[config.mk]
export PLATFORM = sky130hd
export DESIGN_NAME = round_sequencer_flat
export DESIGN_NICKNAME = d
export VERILOG_FILES = /design/src/rtl/round_sequencer_if.sv /design/src/rtl/round_sequencer.sv /design/src/flat_wrapper.sv
export SDC_FILE = /design/constraint.sdc
export NUM_CORES = 1
export LEC_CHECK = 0
export CAP_MARGIN = 20
export CORE_MARGIN = 3
export CORE_UTILIZATION = 35
export DETAILED_ROUTE_END_ITERATION = 10
export PLACE_DENSITY = 0.65
export REMOVE_ABC_BUFFERS = 1
export SYNTH_ARGS = -nofsm -noshare
export SYNTH_HDL_FRONTEND = slang
export SYNTH_SLANG_ARGS = --single-unit
[constraint.sdc]
create_clock -name Master_Clock_In -period 4.47 [get_ports Master_Clock_In]
set_input_delay 1.1175 -clock Master_Clock_In [delete_from_list [all_inputs] [get_ports Master_Clock_In]]
set_output_delay 1.1175 -clock Master_Clock_In [all_outputs]
set_load 0.03 [all_outputs]
[src/rtl/round_sequencer_if.sv]
// Game-flow signal bundle between the VGA game datapath and the round sequencer.
// The sequencer uses the slave modport; the datapath (or a bench) drives through master.
interface round_sequencer_if;
    logic       Frame_Tick;
    logic       Fire;
    logic       Coin_Collect;
    logic       Player_Hit;
    logic       LevelSwitch_1;
    logic       LevelSwitch_0;
    logic       Game_Active;
    logic [1:0] Level;
    logic [2:0] Lives;
    logic [7:0] Coin_BCD;
    logic [7:0] Time_BCD;
    logic [1:0] State;
    logic       Win;

    modport master (
        output Frame_Tick, Fire, Coin_Collect, Player_Hit, LevelSwitch_1, LevelSwitch_0,
        input  Game_Active, Level, Lives, Coin_BCD, Time_BCD, State, Win
    );

    modport slave (
        input  Frame_Tick, Fire, Coin_Collect, Player_Hit, LevelSwitch_1, LevelSwitch_0,
        output Game_Active, Level, Lives, Coin_BCD, Time_BCD, State, Win
    );
endinterface

[src/rtl/round_sequencer.sv]
// Round sequencer for the VGA game: attract/play/level-clear/game-over flow with
// BCD coin and time counters, lives and level, paced by a once-per-frame tick.
//
// state       | meaning
// IDLE        | attract mode, waiting for a Fire press
// PLAY        | round running, counters live, Game_Active high
// LEVEL_CLEAR | coin target reached, pause for CLEAR_FRAMES ticks
// GAME_OVER   | final values frozen for display, Fire returns to IDLE
module round_sequencer #(
    parameter int FRAMES_PER_SEC = 60,
    parameter int ROUND_SECONDS  = 60,
    parameter int START_LIVES    = 3,
    parameter int COIN_TARGET    = 10,
    parameter int CLEAR_FRAMES   = 120
) (
    input  logic           Master_Clock_In,
    input  logic           Reset_N_In,
    round_sequencer_if.slave bus
);

    typedef enum logic [1:0] {
        IDLE        = 2'b00,
        PLAY        = 2'b01,
        LEVEL_CLEAR = 2'b10,
        GAME_OVER   = 2'b11
    } state_t;

    localparam logic [7:0] FPS_LAST    = 8'(FRAMES_PER_SEC - 1);
    localparam logic [7:0] CLEAR_LAST  = 8'(CLEAR_FRAMES - 1);
    localparam logic [7:0] TIME_RELOAD = {4'(ROUND_SECONDS / 10), 4'(ROUND_SECONDS % 10)};
    localparam logic [7:0] COIN_GOAL   = {4'(COIN_TARGET / 10), 4'(COIN_TARGET % 10)};
    localparam logic [2:0] LIVES_INIT  = 3'(START_LIVES);

    function automatic logic [7:0] bcd_inc_sat(input logic [7:0] v);
        if (v == 8'h99)
            return v;
        else if (v[3:0] == 4'd9)
            return {v[7:4] + 4'd1, 4'd0};
        else
            return {v[7:4], v[3:0] + 4'd1};
    endfunction

    function automatic logic [7:0] bcd_dec(input logic [7:0] v);
        if (v == 8'h00)
            return v;
        else if (v[3:0] == 4'd0)
            return {v[7:4] - 4'd1, 4'd9};
        else
            return {v[7:4], v[3:0] - 4'd1};
    endfunction

    state_t     state_q;
    logic [1:0] level_q;
    logic [2:0] lives_q;
    logic [7:0] coin_q;
    logic [7:0] time_q;
    logic [7:0] frame_q;
    logic       win_q;
    logic       active_q;
    logic       fire_q;

    logic       fire_rise;
    logic       sec_done;
    logic [7:0] coin_play;
    logic [7:0] time_play;
    logic [2:0] lives_play;

    // Post-update PLAY values; transitions are judged on these, not the current registers.
    always_comb begin
        fire_rise  = bus.Fire & ~fire_q;
        sec_done   = bus.Frame_Tick && (frame_q == FPS_LAST);
        coin_play  = bus.Coin_Collect ? bcd_inc_sat(coin_q) : coin_q;
        time_play  = sec_done ? bcd_dec(time_q) : time_q;
        lives_play = (bus.Player_Hit && (lives_q != 3'd0)) ? lives_q - 3'd1 : lives_q;
    end

    always_ff @(posedge Master_Clock_In) begin
        if (!Reset_N_In) begin
            state_q  <= IDLE;
            level_q  <= 2'd0;
            lives_q  <= 3'd0;
            coin_q   <= 8'h00;
            time_q   <= 8'h00;
            frame_q  <= 8'd0;
            win_q    <= 1'b0;
            active_q <= 1'b0;
            fire_q   <= 1'b1;
        end else begin
            fire_q <= bus.Fire;
            case (state_q)
                IDLE: begin
                    if (fire_rise) begin
                        state_q  <= PLAY;
                        active_q <= 1'b1;
                        level_q  <= {bus.LevelSwitch_1, bus.LevelSwitch_0};
                        lives_q  <= LIVES_INIT;
                        coin_q   <= 8'h00;
                        time_q   <= TIME_RELOAD;
                        frame_q  <= 8'd0;
                        win_q    <= 1'b0;
                    end
                end

                PLAY: begin
                    coin_q  <= coin_play;
                    time_q  <= time_play;
                    lives_q <= lives_play;
                    if (sec_done)
                        frame_q <= 8'd0;
                    else if (bus.Frame_Tick)
                        frame_q <= frame_q + 8'd1;

                    if ((lives_play == 3'd0) || (time_play == 8'h00)) begin
                        state_q  <= GAME_OVER;
                        active_q <= 1'b0;
                        win_q    <= 1'b0;
                    end else if (coin_play == COIN_GOAL) begin
                        state_q  <= LEVEL_CLEAR;
                        active_q <= 1'b0;
                        frame_q  <= 8'd0;
                    end
                end

                LEVEL_CLEAR: begin
                    if (bus.Frame_Tick) begin
                        if (frame_q == CLEAR_LAST) begin
                            frame_q <= 8'd0;
                            if (level_q == 2'd3) begin
                                state_q <= GAME_OVER;
                                win_q   <= 1'b1;
                            end else begin
                                state_q  <= PLAY;
                                active_q <= 1'b1;
                                level_q  <= level_q + 2'd1;
                                coin_q   <= 8'h00;
                                time_q   <= TIME_RELOAD;
                            end
                        end else begin
                            frame_q <= frame_q + 8'd1;
                        end
                    end
                end

                GAME_OVER: begin
                    if (fire_rise)
                        state_q <= IDLE;
                end

                default: state_q <= IDLE;
            endcase
        end
    end

    assign bus.State       = state_q;
    assign bus.Game_Active = active_q;
    assign bus.Level       = level_q;
    assign bus.Lives       = lives_q;
    assign bus.Coin_BCD    = coin_q;
    assign bus.Time_BCD    = time_q;
    assign bus.Win         = win_q;

endmodule

[src/flat_wrapper.sv]
// flat-port wrapper written by rule: the top's interface ports become plain ports
module round_sequencer_flat 
#(
    parameter int FRAMES_PER_SEC = 60,
    parameter int ROUND_SECONDS  = 60,
    parameter int START_LIVES    = 3,
    parameter int COIN_TARGET    = 10,
    parameter int CLEAR_FRAMES   = 120
)
  (Master_Clock_In, Reset_N_In, bus_Frame_Tick, bus_Fire, bus_Coin_Collect, bus_Player_Hit, bus_LevelSwitch_1, bus_LevelSwitch_0, bus_Game_Active, bus_Level, bus_Lives, bus_Coin_BCD, bus_Time_BCD, bus_State, bus_Win);
  round_sequencer_if bus_i ();
  input  logic Master_Clock_In;
  input  logic Reset_N_In;
  input wire logic [$bits(bus_i.Frame_Tick)-1:0] bus_Frame_Tick;
  input wire logic [$bits(bus_i.Fire)-1:0] bus_Fire;
  input wire logic [$bits(bus_i.Coin_Collect)-1:0] bus_Coin_Collect;
  input wire logic [$bits(bus_i.Player_Hit)-1:0] bus_Player_Hit;
  input wire logic [$bits(bus_i.LevelSwitch_1)-1:0] bus_LevelSwitch_1;
  input wire logic [$bits(bus_i.LevelSwitch_0)-1:0] bus_LevelSwitch_0;
  output wire logic [$bits(bus_i.Game_Active)-1:0] bus_Game_Active;
  output wire logic [$bits(bus_i.Level)-1:0] bus_Level;
  output wire logic [$bits(bus_i.Lives)-1:0] bus_Lives;
  output wire logic [$bits(bus_i.Coin_BCD)-1:0] bus_Coin_BCD;
  output wire logic [$bits(bus_i.Time_BCD)-1:0] bus_Time_BCD;
  output wire logic [$bits(bus_i.State)-1:0] bus_State;
  output wire logic [$bits(bus_i.Win)-1:0] bus_Win;
  assign bus_i.Frame_Tick = bus_Frame_Tick;
  assign bus_i.Fire = bus_Fire;
  assign bus_i.Coin_Collect = bus_Coin_Collect;
  assign bus_i.Player_Hit = bus_Player_Hit;
  assign bus_i.LevelSwitch_1 = bus_LevelSwitch_1;
  assign bus_i.LevelSwitch_0 = bus_LevelSwitch_0;
  assign bus_Game_Active = bus_i.Game_Active;
  assign bus_Level = bus_i.Level;
  assign bus_Lives = bus_i.Lives;
  assign bus_Coin_BCD = bus_i.Coin_BCD;
  assign bus_Time_BCD = bus_i.Time_BCD;
  assign bus_State = bus_i.State;
  assign bus_Win = bus_i.Win;
  round_sequencer #(.FRAMES_PER_SEC(FRAMES_PER_SEC), .ROUND_SECONDS(ROUND_SECONDS), .START_LIVES(START_LIVES), .COIN_TARGET(COIN_TARGET), .CLEAR_FRAMES(CLEAR_FRAMES)) u_core (.Master_Clock_In(Master_Clock_In), .Reset_N_In(Reset_N_In), .bus(bus_i));
endmodule
==> results by stage, run 1 <==
Detailed routing:
- Using the TritonRoute via totals, the vias-per-cell ratio works out to 5.66.
- The residual DRC count is 0.
- The first detailed-routing pass took 4 iterations.
- The total number of vias is 2314.
- Once detail routing completed, the nets flagged for antenna violations numbered 0.
- The iteration-0 DRC count of the detailed router is between 100 and 150.
- The routed design has between 5 and 6 mm of wire.
- After detailed routing, the average wire length per cell comes to 14.3 µm.

Critical path:
- The worst register-to-register path has a depth of 9.
- The worst setup path is captured at a flop.
- For the worst setup path, the data arrival time is 3.93 ns.
- The cell family contributing the most delay on the critical path is simple AND/OR/NAND/NOR gates.
- The capture point of the worst reg-to-reg path is u_core.frame_q[5].
- The critical register-to-register path startpoint is u_core.frame_q[0].
- The type of element launching the critical path is a primary input.
- The slowest cell on the critical path is sky130_fd_sc_hd__or4_4.
- At the worst endpoint, the required time is 4.65 ns.
- The setup path with the least slack is of type in -> reg.
- For this run, the slowest stage of the critical path takes 0.54 ns.
- The largest fanout of any net on the critical path is 8.
- The critical path goes through clkdlybuf4s50_1, nand4_1, or2_1, or4_4, mux2i_4, a211o_4, a21boi_1, o31a_1, o21ai_1.
- The number of buffers and inverters on the critical path is 1.
- Across all register-to-register paths, the minimum setup slack is 1.34 ns.

Timing:
- The setup skew after layout is between 0.005 and 0.006 ns.
- Setup repair after global routing left no endpoint under its margin.
- The number of hold-slack violations in the final timing report is 0.
- The max-slew violation count is 0.
- The slew at the pin closest to its max-slew limit is a little under 0.8 ns.
- Measured against its own limit, the worst slew margin works out to 48.0%.
- Summed over all failing endpoints, the final setup total negative slack is 0 ns.
- Setup violations remaining at the end of the flow were counted as 0.
- Dividing the final minimum period by the clock period gives 84.0%.
- The time the worst path needs with I/O delays and setup is 3.75 ns.
- For this run, the top clock speed supported by timing is 266 MHz.
- The hold slack is 0.508 ns.

Synthesis:
- The synthesized netlist occupies a cell area of 2360 µm².
- Sorting the synthesized cells by area gives the leading types as sky130_fd_sc_hd__dfxtp_1 (29%), sky130_fd_sc_hd__ha_1 (7.4%), sky130_fd_sc_hd__nand2_1 (5.7%).
- Summing the sequential cell areas from Yosys gives 28.8% of the chip area.
- The largest area contributor in the synthesized netlist is sky130_fd_sc_hd__dfxtp_1.
- The count of flip-flops with a built-in enable after synthesis is 0.
- For this run, the number of Yosys warnings is 0.
- The leading register cell type out of synthesis is sky130_fd_sc_hd__dfxtp_1.
- The share of flip-flops with an asynchronous set or reset after synthesis is 0%.
- The count of unique library cells instantiated by Yosys is 55.
- Averaged over all synthesized cells, the footprint is slightly below 8 µm².
- The synthesis-stage register bit count is 34.
- Synthesis produced between 200 and 300 cells.
- Of the post-synthesis cell area, the dominant cell type holds ~29%.

Global routing:
- Entering global routing, the biggest net connects 21 pins.
- The total overflow left after global routing is 0.
- The via count of the first global-routing pass came to 2160.
- The initial antenna violation count is 0.
- The total track usage is 15.8%.
- The wire length of the first global-routing pass is 9.94 mm.

Placement:
- Summed over all nets, the half-perimeter wirelength after detailed placement is 4.24 mm.
- The placed instance area is 2760 µm².
- The number of port buffers is 32.
- At the end of routability-driven placement, the weighted congestion stood at 0.957.

Power:
- The static leakage is 1.02 nW.
- The highest ir drop seen on vdd is 0.204 mV.
- The total chip power is about 0.0012 W.
- The ratio of total power to cell area is 435 nW/µm².

Final layout:
- The cell area after layout is 2840 µm².
- The library cell used most frequently in the layout, excluding fill and tap cells, is sky130_fd_sc_hd__nand2_1.
- Of the cells placed in the final design, the portion with a size suffix greater than 1 is 6.02%.
- The number of diodes is 0.
- The library cells used most frequently in the layout, excluding fill and tap cells, are sky130_fd_sc_hd__nand2_1 (36), sky130_fd_sc_hd__dfxtp_1 (34), sky130_fd_sc_hd__clkdlybuf4s50_1 (32), sky130_fd_sc_hd__a21oi_1 (23).
- From synthesis to final layout, the design area changed by 20.2%.
- Once layout is complete, the utilization of the core stands at 43.9%.
- For this run, the post-layout net count is 354.
- The filler cells instantiated in the layout total ~650.

Clock tree:
- The number of buffers inserted by hold repair at cts is 0.
- The master cell of the clock root buffer is sky130_fd_sc_hd__clkbuf_8.
- The CTS tree is yes.
- Once the clock tree was built, the setup fixing pass inserted 0 buffers.
- The clock latency of the later-clocked register in the worst-skew pair is between 0.2 and 0.3 ns.
- The number of buffers inserted during clock tree synthesis is 5.
- The H-tree depth is 2.
- The largest buffer count on any clock path is 2.
- Clock-pin slew was measured on the worst setup and hold paths at 0.06 ns.
- In this run, post-CTS repair resized a total of 0 instances.
- The clock sink total is 34.

Flow run:
- The number of maximum-capacitance violations is 0.

Floorplan:
- The floorplan step set the die width to slightly below 90 µm.
- The core outline area is 6460 µm².
- Once the floorplan was initialized, standard cells occupied 36.6% of the core.
- Measured along the y axis, the die boundary spans 88.1 µm.
- The count of boundary I/O pins is 33.
- The die footprint is 7770 µm².
- The initialized floorplan defines 29 standard-cell rows.

Hold path:
- The worst hold path begins at u_core.frame_q[0].
- The worst min-delay path class is reg -> reg.
- For hold timing, the worst endpoint is u_core.frame_q[0].
- Counting instances, the worst hold path has a depth of 1.

Run status:
- The flow ran to the end, and the final reports show no timing, DRC or antenna violations.
[cells in the mapped netlist, types with 3 or more instances]
cell type	count
sky130_fd_sc_hd__and2_1	3
sky130_fd_sc_hd__mux2i_1	5
sky130_fd_sc_hd__o21a_1	4
sky130_fd_sc_hd__nor2b_1	14
sky130_fd_sc_hd__a21boi_0	7
sky130_fd_sc_hd__nor2_1	14
sky130_fd_sc_hd__ha_1	14
sky130_fd_sc_hd__nand2_1	36
sky130_fd_sc_hd__inv_1	16
sky130_fd_sc_hd__clkbuf_1	9
sky130_fd_sc_hd__nor3_1	6
sky130_fd_sc_hd__o21ai_0	16
sky130_fd_sc_hd__dfxtp_1	34
sky130_fd_sc_hd__and3_1	8
sky130_fd_sc_hd__nand4_1	4
sky130_fd_sc_hd__o31a_1	3
sky130_fd_sc_hd__a31oi_1	4
sky130_fd_sc_hd__nor4_1	3
sky130_fd_sc_hd__nor3b_1	6
sky130_fd_sc_hd__o211a_1	3
sky130_fd_sc_hd__nand2b_1	5
sky130_fd_sc_hd__o21ai_1	3
sky130_fd_sc_hd__nand3_1	15
sky130_fd_sc_hd__a21oi_1	23
[kinds of logic after synthesis]
logic type	synth area share, %
DFF	28.8
and+or+nand+nor	28.4
buffers and inverters	5.14
xor gates and xnor gates	1.11
adders and majority gates	7.42
AOI/OAI and AO/OA	25.6
muxes	3.55
[power by group]
part | leakage, nW | switching [W] | internal [W]
clock network | 0.0383 | 0.000110 | 0.000107
logic | 0.708 | 0.000387 | 0.000241
registers | 0.276 | 0.0000481 | 0.000342
total | 1.02 | 0.000545 | 0.000689
[flip-flops by register name, summed over array words and instances (netlist names)]
| register | cells |
|---|---|
| u_core.bus.Coin_BCD | 8 |
| u_core.bus.Game_Active | 1 |
| u_core.bus.Level | 2 |
| u_core.bus.Lives | 3 |
| u_core.bus.State | 2 |
| u_core.bus.Time_BCD | 8 |
| u_core.bus.Win | 1 |
| u_core.fire_q | 1 |
| u_core.frame_q | 8 |
[metrics by stage]
| stage | worst slack, ns | cells |
|---|---|---|
| floorplan | 1.10 | 287 |
| global placement | 0.479 | 402 |
| detailed placement | 0.424 | 402 |
| CTS | 0.726 | 409 |
| global route | 0.582 | 409 |
| finish | 0.716 | 409 |
[layout make-up]
cell class / count / area (µm²) / share of cell area [%]
clock buffer: 7 / 76.3 / 2.69
tap: 77 / 96.3 / 3.40
timing repair buffer: 38 / 365 / 12.9
multi-input combinational: 237 / 1560 / 54.9
sequential: 34 / 681 / 24.0
inverter: 16 / 60.1 / 2.12
[worst max path at each step]
stage,start,end,slack [ns],depth (start not counted)
detailed placement,bus_Frame_Tick,u_core.frame_q[5],0.42,9
floorplan,bus_Fire,u_core.bus.Time_BCD[0],1.10,8
global route,bus_Frame_Tick,u_core.frame_q[5],0.58,9
finish,bus_Frame_Tick,u_core.frame_q[5],0.72,9
global placement,bus_Frame_Tick,u_core.frame_q[5],0.48,9
CTS,bus_Frame_Tick,u_core.frame_q[5],0.73,9
[layer usage]
layer	vias to the layer above	track usage, %	share of wire (%)	wire (µm)
met2	72	24.8	45	2630
li1	1161	-	-	-
met4	0	4.12	0.39	23
met3	4	3.10	5.8	341
met5	-	0	0	0
met1	1077	22.2	49	2840
Power figures use the tool's default switching activity.
==> run 2, diff against run 1 <==
Clock period 4.47 ns to 3.7 ns, I/O delays scaled along.
==> results by stage, run 2 (synthesized netlist as in run 1, its figures left out) <==
Timing:
- The time the worst path needs with I/O delays and setup is between 3 and 4 ns.
- Setup repair after global routing left no endpoint under its margin.
- The ratio of final minimum period to clock period is 88.6%.
- The slew at the pin closest to its max-slew limit is between 0.8 and 0.9 ns.
- The number of hold-slack violations in the final timing report is 0.
- Based on the critical path, the design can be clocked at up to 305 MHz.
- Setup total negative slack on the finished layout was measured at 0 ns.
- On the final layout, the worst hold slack is 0.481 ns.
- The max-slew violation count is 0.
- The worst relative slew slack is 43.4%.
- The final setup violation count is 0.
- The setup skew after layout is 0.00553 ns.

Critical path:
- The arrival time of data at the critical path endpoint is about 3.5 ns.
- The critical path class is in -> reg.
- The kind of cell with the highest combined delay along the critical path is compound AO/OA/AOI/OAI gates.
- The largest fanout of any net on the critical path is 7.
- The number of buffers and inverters on the critical path is 2.
- The worst setup path is captured at a flop.
- For the worst setup path, the data required time is about 3.9 ns.
- The cell occurring most often along the worst timing path is sky130_fd_sc_hd__nand3_1.
- The slowest cell on the critical path is sky130_fd_sc_hd__clkdlybuf4s50_1.
- The largest stage delay on the critical path is 0.54 ns.
- The type of element launching the critical path is a primary input.
- Traced cell by cell, the critical path runs through clkdlybuf4s50_1, and2_1, nand3_1, nor3b_1, o211ai_1, a211oi_1, o21ai_2, buf_4, nand3_1, o21ai_1.

Clock tree:
- For the worst-skew pair, the clock arrives at the later sink with an insertion delay of 0.29 ns.
- The master cell of the clock root buffer is sky130_fd_sc_hd__clkbuf_8.
- The clock sink total is 34.
- In this run the deepest clock path goes through 2 buffers.
- Gates resized during post-CTS repair numbered 0.
- The H-tree generated during clock tree synthesis spans 2 levels.
- TritonCTS built the clock tree.
- Clock tree synthesis inserted a total of 5 buffers.
- Clock-pin slew was measured on the worst setup and hold paths at approximately 0.07 ns.
- The number of buffers inserted by hold repair at cts is 0.
- The post-CTS repair timing setup buffer count is 0.

Final layout:
- Leaving out fill and tap cells, the most frequent cell in the layout is sky130_fd_sc_hd__nand2_1.
- Measured on the finished design, the core utilization comes to 44.4%.
- The number of antenna diodes in the final layout is 0.
- The share of cells above drive strength 1 is 7.74%.
- After the flow finishes, the layout carries non-filler instances totaling 413.
- The number of nets in the final layout is around 360.
- The cell area after layout is 2870 µm².
- The area growth from synthesis to layout is 21.6%.
- Leaving out fill and tap cells, the most frequent cells in the layout are sky130_fd_sc_hd__nand2_1 (36), sky130_fd_sc_hd__dfxtp_1 (34), sky130_fd_sc_hd__clkdlybuf4s50_1 (32), sky130_fd_sc_hd__a21oi_1 (23).

Floorplan:
- The initial standard-cell utilization of the core is around 37%.
- The die boundary width is about 88 µm.
- The total number of placement rows is 29.
- Pin placement for this block handled 33 I/O pins.
- The floorplan step defined a die boundary enclosing between 7000 and 8000 µm².
- The core outline area is 6460 µm².
- The vertical die dimension is 88.1 µm.

Detailed routing:
- After detailed routing, the average wire length per cell comes to 13.8 µm.
- The total length of routed wires is between 5 and 6 mm.
- After detailed routing, the number of vias per cell comes to 5.47.
- The residual DRC count is 0.
- Summing over every cut layer, the via total after detailed routing is ~2300.
- The remaining antenna violation count after routing is 0.
- The iteration-0 DRC count of the detailed router is 153.
- The total iterations of the first detailed-routing run is 5.

Run status:
- The run finished with clean final reports.

Global routing:
- The initial antenna violation count is 0.
- The wire length of the first global-routing pass is 9.92 mm.
- The global route total overflow is 0.
- The via count of the first global-routing pass is between 2000 and 2500.
- Entering global routing, the biggest net connects 30 pins.
- Global routing used around 16% of the available tracks.

Power:
- Power spread over the standard cell area amounts to 522 nW/µm².
- The worst-case IR drop observed on VDD is 0.276 mV.
- The part of the total power dissipated in the clock network is about 18%.
- For this design the static power due to leakage is around 1.0 nW.
- The internal power contribution is 0.000836 W.
- Of the total power, registers draw a little under a third.
- The analysis attributes to net switching a power of 0.000663 W.
- The part of the total power dissipated in combinational logic is 51.2%.
- Net switching is 44.2% of the power.

Flow run:
- Max-cap violations in this run came to 0.

Placement:
- Routability-driven placement finished with a final weighted congestion of roughly 0.85.
- The number of port buffers is 32.
- The post-DP HPWL is 4.13 mm.
- Summing all placed instances gives a cell area of 2790 µm².
- Counting tap cells, the placed design contains a total of 406 instances.

Hold path:
- The worst min-delay path class is reg -> reg.
-- run 2: final timing paths --
path / from / to / slack [ns] / depth (start not counted)
worst min register to register: u_core.frame_q[0] / u_core.frame_q[0] / 0.48 / 1
worst max-delay path: bus_Coin_Collect / u_core.frame_q[5] / 0.42 / 10
worst max register to register: u_core.frame_q[2] / u_core.frame_q[5] / 0.78 / 9
worst min-delay path: u_core.frame_q[0] / u_core.frame_q[0] / 0.48 / 1
-- run 2: layout make-up --
class	instances	area [µm²]
Clock buffer	5	68.8
Sequential cell	34	681
Timing Repair Buffer	42	395
Fill cell	653	3590
Inverter	16	60.1
Clock inverter	2	10.0
Multi-Input combinational cell	237	1560
Tap cell	77	96.3
-- run 2: power by group through the flow --
stage / logic [W] / clock network, W / registers, W
floorplan: 0.000442 / 0 / 0.000543
global placement: 0.000753 / 0 / 0.000478
detailed placement: 0.000758 / 0 / 0.000477
CTS: 0.000766 / 0.000274 / 0.000469
global route: 0.000857 / 0.000289 / 0.000479
finish: 0.000767 / 0.000262 / 0.000469
-- run 2: routing by layer --
| layer | GRT usage, % | routed length, µm | part of all wire, % | vias up |
|---|---|---|---|---|
| met5 | 0 | 0 | 0 | - |
| met2 | 24.9 | 2520 | 44 | 41 |
| li1 | - | - | - | 1166 |
| met1 | 22.4 | 2880 | 51 | 1046 |
| met4 | 4.26 | 60 | 1.1 | 0 |
| met3 | 3.29 | 222 | 3.9 | 5 |
-- run 2: stage by stage --
stage / total power [W] / setup slack [ns]
3_5_place_dp: 0.00124 / 0.122
4_1_cts: 0.00151 / 0.437
6_report: 0.00150 / 0.421
5_1_grt: 0.00162 / 0.153
3_3_place_gp: 0.00123 / 0.191
2_1_floorplan: 0.000985 / 0.358
